## src/rtl/vn_pkg.sv

```systemverilog
// vn_pkg: shared definitions for the LDPC variable-node extrinsic unit.
// Provides the word-width derivation, the saturation limits, the
// control-state encoding, the counter-width helper and the saturating adder.
package vn_pkg;

   typedef enum logic [0:0] {
      ST_ACCUM = 1'b0,
      ST_EMIT  = 1'b1
   } vn_state_e;

   // Word width of a QINT.FRAC value
   function automatic int vn_width(input int int_bits, input int frac_bits);
      return int_bits + frac_bits;
   endfunction

   // Width of a counter that must hold the values 0..deg
   function automatic int cnt_width(input int deg);
      return $clog2(deg + 1);
   endfunction

   // Largest positive value of a w-bit two's-complement word (0111...1)
   function automatic logic [63:0] sat_max(input int w);
      return (64'd1 << (w - 1)) - 64'd1;
   endfunction

   // Most negative value of a w-bit two's-complement word (1000...0)
   function automatic logic [63:0] sat_min(input int w);
      return 64'd1 << (w - 1);
   endfunction

   // Saturating add of two sign-extended w-bit values, result clamped to w bits
   function automatic logic signed [63:0] sat_add(input logic signed [63:0] a,
                                                  input logic signed [63:0] b,
                                                  input int                 w);
      logic signed [63:0] sum_s;
      logic signed [63:0] hi_s;
      logic signed [63:0] lo_s;
      sum_s = a + b;
      hi_s  = signed'(sat_max(w));
      lo_s  = -hi_s - 64'sd1;
      if (sum_s > hi_s) begin
         return hi_s;
      end else if (sum_s < lo_s) begin
         return lo_s;
      end else begin
         return sum_s;
      end
   endfunction

endpackage

```

## src/rtl/vn_extrinsic_unit_sat_sub.sv

```systemverilog
// sat_sub: combinational W-bit two's-complement saturating subtract (y = a - b).
// The difference is formed in W+1 bits; disagreement of the two top bits
// flags overflow, and the true sign selects the clamp direction.
module sat_sub
   import vn_pkg::*;
#(
   parameter int W = 16
) (
   input  logic [W-1:0] a,
   input  logic [W-1:0] b,
   output logic [W-1:0] y
);

   logic [W:0] diff_s;

   // Extended difference followed by clamp to [MIN, MAX]
   always_comb begin
      diff_s = {a[W-1], a} - {b[W-1], b};
      if (diff_s[W] != diff_s[W-1]) begin
         if (diff_s[W]) begin
            y = W'(sat_min(W));
         end else begin
            y = W'(sat_max(W));
         end
      end else begin
         y = diff_s[W-1:0];
      end
   end

endmodule

```

## src/rtl/vn_extrinsic_unit.sv

```systemverilog
// vn_extrinsic_unit: sequential min-sum variable-node update.
// ACCUM takes the channel LLR plus DEG check messages and builds a
// saturated total in arrival order; EMIT then streams DEG extrinsics,
// total minus each stored message, saturated. Input and output phases
// never overlap. Optional macro VN_HARD_DEC_EN adds the registered
// hard-decision output dec (sign of the total).
module vn_extrinsic_unit
   import vn_pkg::*;
#(
   parameter int INT  = 8,
   parameter int FRAC = 8,
   parameter int DEG  = 3
) (
   input  logic                               clk,
   input  logic                               rst_n,
   input  logic                               in_valid,
   output logic                               in_ready,
   input  logic [vn_width(INT, FRAC)-1:0]     in_data,
   output logic                               out_valid,
   input  logic                               out_ready,
   output logic [vn_width(INT, FRAC)-1:0]     out_data,
   output logic                               out_last
`ifdef VN_HARD_DEC_EN
   ,
   output logic                               dec
`endif
);

   localparam int W  = vn_width(INT, FRAC);
   localparam int CW = cnt_width(DEG);
   localparam int IW = cnt_width(DEG - 1);

   vn_state_e       state_r;
   vn_state_e       state_s;
   logic [CW-1:0]   cnt_r;
   logic [IW-1:0]   idx_r;
   logic [W-1:0]    acc_r;
   logic [W-1:0]    buf_r [0:DEG-1];
   logic            in_ready_r;
   logic            out_valid_r;
   logic            out_last_r;
   logic            in_hs_s;
   logic            out_hs_s;
   logic            last_in_s;
   logic [W-1:0]    sum_s;
   logic [W-1:0]    ext_s;

   // Handshakes, running saturated sum and next-state selection
   always_comb begin
      in_hs_s   = in_valid & in_ready_r;
      out_hs_s  = out_valid_r & out_ready;
      last_in_s = in_hs_s && (cnt_r == CW'(DEG));
      sum_s     = W'(sat_add(64'(signed'(acc_r)), 64'(signed'(in_data)), W));
      state_s   = state_r;
      case (state_r)
         ST_ACCUM: begin
            if (last_in_s) begin
               state_s = ST_EMIT;
            end else begin
               state_s = ST_ACCUM;
            end
         end
         ST_EMIT: begin
            if (out_hs_s && out_last_r) begin
               state_s = ST_ACCUM;
            end else begin
               state_s = ST_EMIT;
            end
         end
         default: state_s = ST_ACCUM;
      endcase
   end

   // State, counters, accumulator and registered handshake flags
   always_ff @(posedge clk) begin
      if (!rst_n) begin
         state_r     <= ST_ACCUM;
         cnt_r       <= CW'(0);
         idx_r       <= IW'(0);
         acc_r       <= W'(0);
         in_ready_r  <= 1'b0;
         out_valid_r <= 1'b0;
         out_last_r  <= 1'b0;
      end else begin
         state_r     <= state_s;
         in_ready_r  <= (state_s == ST_ACCUM);
         out_valid_r <= (state_s == ST_EMIT);
         case (state_r)
            ST_ACCUM: begin
               if (in_hs_s) begin
                  if (cnt_r == CW'(0)) begin
                     acc_r <= in_data;
                  end else begin
                     acc_r <= sum_s;
                  end
                  if (cnt_r == CW'(DEG)) begin
                     cnt_r      <= CW'(0);
                     idx_r      <= IW'(0);
                     out_last_r <= 1'b0;
                  end else begin
                     cnt_r <= cnt_r + CW'(1);
                  end
               end
            end
            ST_EMIT: begin
               if (out_hs_s) begin
                  if (out_last_r) begin
                     idx_r      <= IW'(0);
                     out_last_r <= 1'b0;
                  end else begin
                     idx_r      <= idx_r + IW'(1);
                     out_last_r <= (idx_r == IW'(DEG - 2));
                  end
               end
            end
            default: begin
               cnt_r      <= CW'(0);
               idx_r      <= IW'(0);
               out_last_r <= 1'b0;
            end
         endcase
      end
   end

   // Message store; contents are don't-care after reset so no reset branch
   always_ff @(posedge clk) begin
      if ((state_r == ST_ACCUM) && in_hs_s && (cnt_r != CW'(0))) begin
         buf_r[IW'(cnt_r - CW'(1))] <= in_data;
      end
   end

   sat_sub #(.W(W)) u_sat_sub (
      .a (acc_r),
      .b (buf_r[idx_r]),
      .y (ext_s)
   );

   assign in_ready  = in_ready_r;
   assign out_valid = out_valid_r;
   assign out_last  = out_last_r;
   assign out_data  = ext_s;

`ifdef VN_HARD_DEC_EN
   logic dec_r;

   // Hard decision captured together with the frame total
   always_ff @(posedge clk) begin
      if (!rst_n) begin
         dec_r <= 1'b0;
      end else if ((state_r == ST_ACCUM) && last_in_s) begin
         dec_r <= sum_s[W-1];
      end else begin
         dec_r <= dec_r;
      end
   end

   assign dec = dec_r;
`endif

endmodule

```

## config.mk

```make
export PLATFORM = sky130hd
export DESIGN_NAME = vn_extrinsic_unit
export DESIGN_NICKNAME = d
export VERILOG_FILES = /design/src/rtl/vn_pkg.sv /design/src/rtl/vn_extrinsic_unit_sat_sub.sv /design/src/rtl/vn_extrinsic_unit.sv
export SDC_FILE = /design/constraint.sdc
export NUM_CORES = 1
export LEC_CHECK = 0
export BUFFER_PORTS_ARGS = -buffer_cell sky130_fd_sc_hd__buf_2
export CAP_MARGIN = 0
export CORE_ASPECT_RATIO = 1.1
export CORE_MARGIN = 8
export CORE_UTILIZATION = 32
export CTS_BUF_LIST = sky130_fd_sc_hd__clkbuf_8
export CTS_CLUSTER_DIAMETER = 80
export DETAILED_ROUTE_END_ITERATION = 16
export GPL_ROUTABILITY_DRIVEN = 1
export PLACE_DENSITY_LB_ADDON = 0.15
export SLEW_MARGIN = 15
export SYNTH_ARGS = -nofsm -noshare
export SYNTH_HDL_FRONTEND = slang
export SYNTH_SLANG_ARGS = --single-unit
```

## constraint.sdc

```tcl
create_clock -name clk -period 4.89 [get_ports clk]
set_clock_uncertainty 0.2 [all_clocks]
set_input_delay 0.978 -clock clk [delete_from_list [all_inputs] [get_ports clk]]
set_output_delay 0.978 -clock clk [all_outputs]
set_load 0.05 [all_outputs]
```

==> flow_summary.json, run 1 <==
{
  "r2r_slack_ps": 1600,
  "endpoint_kind": "output port",
  "place_inst": 694,
  "placed_cell_area_um2": 5070,
  "crit_fanout": 12,
  "synthDistinctLibCells": 57,
  "p_int_mw": 1.01,
  "yosys.area.top_type": "edfxtp_1",
  "io_pins": 39,
  "slew_headroom": 0.451,
  "portBuffers": 38,
  "final_util": 0.370,
  "dieHeight_um": 143,
  "timing.hold.ws_ps": 327,
  "postCtsHoldBufs": 0,
  "cts_tree": "done",
  "setup_tns_ps": 0,
  "die_x_um": 131,
  "cp-start-kind": "register",
  "grtUsageTotal": 0.126,
  "drc": 0,
  "row_count": 46,
  "r2r_end": "acc_r[14]",
  "worstPathArrival_ps": 3500,
  "outcome": "completed",
  "yosysSeqAreaShare": 0.416,
  "p_leak_nw": 2.08,
  "yosys.area.top_type_share": 0.308,
  "clock_latency_ps": 350,
  "dr.pass1.iters": 4,
  "final_hold_viol_count": 0,
  "syn_inst": 478,
  "cts_max_level": 3,
  "syn_avg_cell_area_um2": 9.78,
  "nets": 574,
  "drv_cap": 0,
  "ir_drop_mv": 0.114,
  "p_switching_mw": 0.554,
  "diodes": 0,
  "drtIter0Drc": 145,
  "ant_nets": 0,
  "die-area_um2": 18700,
  "synth_edf_count": 48,
  "layout_setup_ws_ps": 217,
  "gr-total-overflow": 0,
  "drive_above_1_share": 0.160,
  "clock.fmax_mhz": 214,
  "gp_congestion": 0.860,
  "p_total_mw": 1.56,
  "critical_path_class": "reg -> out",
  "ys_seq_elements": 73,
  "synth_async_sr_flop_share": 0,
  "syn2layout_area_growth_pct": 13.6,
  "grt_pass1_vias": 3567,
  "endpoint": "out_data[4]",
  "power_density_nw_per_um2": 294,
  "via_per_inst": 5.06,
  "slew_viol_final": 0,
  "wirelength_um": 11700,
  "grt_max_degree": 26,
  "vias": 3600,
  "swShare": 0.355,
  "hold_class": "reg -> reg",
  "ctsLongestPathBuffers": 2,
  "antenna_found_initial": 0,
  "clkPwrFrac": 0.296,
  "drt-wirelength-per-cell_um": 16.5,
  "syn-num-nets": 538,
  "setup_viol": 0,
  "postLayoutCellArea_um2": 5310,
  "clk_pin_slew_ps": 90,
  "worst_r2r_path_depth": 11,
  "grt_pass1_wl_um": 18800,
  "synth_top_flop_cell": "edfxtp_1",
  "final_cells": 711,
  "tightest_slew_ps": 823,
  "hpwl_um": 8850,
  "r2r_start": "acc_r[0]",
  "yosysWarningCount": 0,
  "cts_root_buffer": "clkbuf_8",
  "post-place-ws_ps": 296,
  "combPwrFrac": 0.267,
  "yosys-top-cells-area": "edfxtp_1, dfxtp_1, ha_1",
  "post-route-period-util": 0.956,
  "numCtsBuffers": 9,
  "fin_crit_ps": 4670,
  "syn_area_um2": 4670,
  "core_area_um2": 14300,
  "start_util": 0.326,
  "p_seq_frac": 0.438,
  "worst_ep_required_time_ps": 3710,
  "cts_sinks": 73
}
## worst min path at each step
stage	depth (start not counted)	end	slack, ps	from
finish	2	cnt_r[1]	330	cnt_r[1]
CTS	2	cnt_r[1]	330	cnt_r[1]
global route	2	cnt_r[1]	370	cnt_r[1]
detailed placement	2	acc_r[15]	320	acc_r[15]
floorplan	2	acc_r[15]	260	acc_r[15]
global placement	2	cnt_r[1]	310	cnt_r[1]
## cells by family after synthesis
| family | Yosys count | share of synthesized area |
|---|---|---|
| adders and majority gates | 42 | 0.115 |
| DFF | 73 | 0.416 |
| buffers and inverters | 36 | 0.0319 |
| muxes | 16 | 0.0343 |
| xor gates and xnor gates | 25 | 0.0485 |
| and+or+nand+nor | 127 | 0.133 |
| AOI/OAI and AO/OA | 159 | 0.223 |
## power groups by stage
stage                     logic, mW  registers (mW)  clock network (mW)
after global routing          0.455           0.685               0.504
after global placement        0.407           0.697                   0
after detailed placement      0.411           0.697                   0
after CTS                     0.414           0.683               0.478
after floorplan               0.319           0.691                   0
final                         0.416           0.683               0.461
## what timing repair did
item                       CTS  global route
setup endpoints to repair   11            15
cloned                       0             0
setup buffers                0             1
gates resized for setup      2            11
pin swaps                    0             2
## sequential cells by signal, summed over array words and instances (netlist names), named ones only
register   cells
out_last       1
cnt_r          2
in_ready       1
idx_r          2
out_valid      1
buf_r         48
acc_r         16
## placed cells by master (no fill, tap or decap), types with 7 or more instances in the layout
master,n
a21o_1,15
a21oi_1,60
buf_2,37
clkbuf_8,9
dfxtp_1,25
edfxtp_1,48
ha_1,38
inv_1,16
mux2i_1,16
nand2_1,40
nand2b_1,8
nand3_1,7
nor2_1,30
nor2b_1,9
o211ai_1,9
o21a_1,11
o21ai_0,16
o21ai_1,10
xnor2_1,13
xor2_1,11
## worst max-delay path, stage by stage (launching register included)
cell	delay, ps
dfxtp_1	350
buf_8	170
mux2i_1	190
o21ai_0	100
ha_1	220
fa_1	410
nor2b_1	120
o21ai_0	120
a21o_1	240
a21oi_2	180
o21ai_2	90
a21boi_2	250
nor2_1	60
buf_4	190
o31ai_2	250
buf_6	190
## metal layers
metal  global-route usage  part of all wire  up-vias
li1                     -                 -     1819
met1                0.162              0.47     1721
met2                0.210              0.47       52
met3               0.0214             0.041        8
met4               0.0386             0.011        0
met5                    0                 0        -
## synth_stat cells (2+ instances only)
cell type and instances:
a21oi_1 62, edfxtp_1 48, nand2_1 41, ha_1 38, nor2_1 30, dfxtp_1 25, o21ai_0 19, inv_1 16
mux2i_1 16, a21o_1 15, clkbuf_1 14, xnor2_1 13, o21a_1 11, xor2_1 11, nor2b_1 9, o211ai_1 9
nand2b_1 8, o21ai_1 8, nand3_1 7, and2_1 6, nor3_1 6, a21boi_0 5, a31oi_1 5, buf_2 5
nand3b_1 4, nand4_1 4, and3_1 3, o21bai_1 3, a211o_1 2, a22oi_1 2, fa_1 2, maj3_1 2
o21ai_2 2, o31ai_1 2, or2_2 2, or3_1 2
## final cells by class
type	count	area (um2)
fill	1454	9020
multi-input combinational	369	2620
sequential	73	1940
timing repair buffer	45	256
tap	192	240
clock buffer	9	124
clock inverter	7	66.3
inverter	16	60.1
(Power assumes the default switching activity.)
==> inputs of run 2 (changes only) <==
--- a/config.mk
+++ b/config.mk
@@ -10,7 +10,6 @@
 export CORE_ASPECT_RATIO = 1.1
 export CORE_MARGIN = 8
 export CORE_UTILIZATION = 32
-export CTS_BUF_LIST = sky130_fd_sc_hd__clkbuf_8
 export CTS_CLUSTER_DIAMETER = 80
 export DETAILED_ROUTE_END_ITERATION = 16
 export GPL_ROUTABILITY_DRIVEN = 1
==> constraint.sdc (replaced) <==
create_clock -name clk -period 4.6 [get_ports clk]
set_clock_uncertainty 0.2 [all_clocks]
set_input_delay 0.92 -clock clk [delete_from_list [all_inputs] [get_ports clk]]
set_output_delay 0.92 -clock clk [all_outputs]
set_load 0.05 [all_outputs]
==> run 2 against run 1 <==
  * Die area unchanged
  * Highest routed layer unchanged
  * Combinational power increased by 29%
  * Count of clock-buffer cells in the layout unchanged
  * Largest power group unchanged
  * Critical path type unchanged
==> flow_summary.json, run 2 (same netlist as run 1, synthesis figures left out) <==
{
  "met1_usage": 0.157,
  "ant_nets": 0,
  "cts_root_buffer": "clkbuf_16",
  "die-area_um2": 18700,
  "die_x_um": 131,
  "place_inst": 696,
  "ctsLongestPathBuffers": 2,
  "outcome": "completed",
  "drt-wirelength-per-cell_um": 16.6,
  "layout_setup_ws_ps": 121,
  "hpwl_um": 8730,
  "final_hold_viol_count": 0,
  "post-place-ws_ps": 148,
  "met2_usage": 0.216,
  "gp_congestion": 0.869,
  "grtUsageTotal": 0.127,
  "setup_viol": 0,
  "hold_class": "reg -> reg",
  "final_cells": 728,
  "slew_viol_final": 0,
  "grt_pass1_wl_um": 18800,
  "ir_drop_mv": 0.137,
  "drtIter0Drc": 145,
  "crit_fanout": 7,
  "diodes": 0,
  "slew_headroom": 0.435,
  "setup_tns_ps": 0,
  "nets": 591,
  "tightest_slew_ps": 848,
  "portBuffers": 38,
  "cts_sinks": 73,
  "clk_pin_slew_ps": 60,
  "top_regs": "buf_r (48), acc_r (16)",
  "grt_max_degree": 27,
  "postCtsHoldBufs": 0,
  "vias": 3650,
  "start_util": 0.326,
  "cp_slowest_cell": "dfxtp_4",
  "antenna_found_initial": 0,
  "p_leak_nw": 2.30,
  "io_pins": 39,
  "worst_ep_required_time_ps": 3480,
  "fin_crit_ps": 4480,
  "largest_register_ffs": 48,
  "dieHeight_um": 143,
  "regMostFlops": "buf_r",
  "cp-start-kind": "register",
  "drv_cap": 0,
  "cts_tree": "done",
  "clock.fmax_mhz": 223,
  "max_stage_delay_ps": 380,
  "via_per_inst": 5.01,
  "core_area_um2": 14300,
  "clock_latency_ps": 330,
  "drive_above_1_share": 0.246,
  "grt_pass1_vias": 3656,
  "power_density_nw_per_um2": 333,
  "gr-usage-met3": 0.0228,
  "syn2layout_area_growth_pct": 26.9,
  "worstPathArrival_ps": 3360,
  "numCtsBuffers": 9,
  "endpoint_kind": "output port",
  "path_cells": "buf_12, mux2i_1, nor2_1, a21oi_1, ha_2, a21o_1, or3_4, o221ai_4, o311a_1, o311ai_4, buf_4, maj3_1, buf_6",
  "cts_max_level": 3,
  "row_count": 46,
  "gr-total-overflow": 0,
  "layout_common_cells": "a21oi_1, edfxtp_1, nand2_1",
  "critical_path_class": "reg -> out",
  "dr.pass1.iters": 4,
  "grt_most_used_layer": "met2",
  "post-route-period-util": 0.974,
  "final_util": 0.414,
  "drc": 0,
  "wirelength_um": 12100
}
run 2: changes by cell type in the layout (fill, tap and decap cells not counted), sizes merged:
cell      previous run  this run
buf                 45        57
bufinv               0         1
clkbuf               9        14
clkinv               1         3
clkinvlp             0         1
inv                 22        18
run 2: report_power, final:
| group | switching [mW] | leakage, nW | internal, mW |
|---|---|---|---|
| clock network | 0.285 | 0.146 | 0.425 |
| logic | 0.327 | 1.52 | 0.209 |
| registers | 0.0160 | 0.637 | 0.710 |
| total | 0.629 | 2.30 | 1.34 |
run 2: stage by stage:
stage          power [mW]  hold WS [ps]  area, um2
6_report             1.97           328       5930
5_1_grt              2.06           351       5930
4_1_cts              1.95           334       5630
3_5_place_dp         1.22           325       5250
3_3_place_gp         1.21           312       5250
2_1_floorplan        1.11           262       4810
run 2: path summary, 6_finish.rpt:
check | from | endpoint | slack, ps | cells past startpoint
max reg2reg | acc_r[1] | acc_r[14] | 1420 | 10
max | register | out_data[9] | 120 | 13
min | acc_r[15] | acc_r[15] | 330 | 2
min reg2reg | acc_r[15] | acc_r[15] | 330 | 2
run 2: worst max-delay path: cells and delay by family, from the launching register on:
kind	cells	cell delay, ps
mux	1	180
buf+inv	3	480
compound gates	5	920
simple gates	2	400
fa+ha+maj	2	660
flops	1	380
run 2: final cells by class:
| type | count | area, um2 |
|---|---|---|
| clock inverter | 7 | 77.6 |
| fill | 1407 | 8400 |
| sequential | 73 | 1950 |
| multi-input combinational | 369 | 2850 |
| timing repair buffer | 62 | 532 |
| tap | 192 | 240 |
| inverter | 16 | 60.1 |
| clock buffer | 9 | 225 |
run 2: repair_timing:
item | 4_1_cts | 5_1_grt
setup buffers | 5 | 9
pin swaps | 1 | 18
cloned | 0 | 2
gates resized for setup | 15 | 52
endpoints found under the setup margin | 12 | 15
run 2: per-layer routing:
metal	up-vias	share of wire
met5	-	0
met4	0	0.016
met3	14	0.030
met2	56	0.48
met1	1712	0.47
li1	1868	-
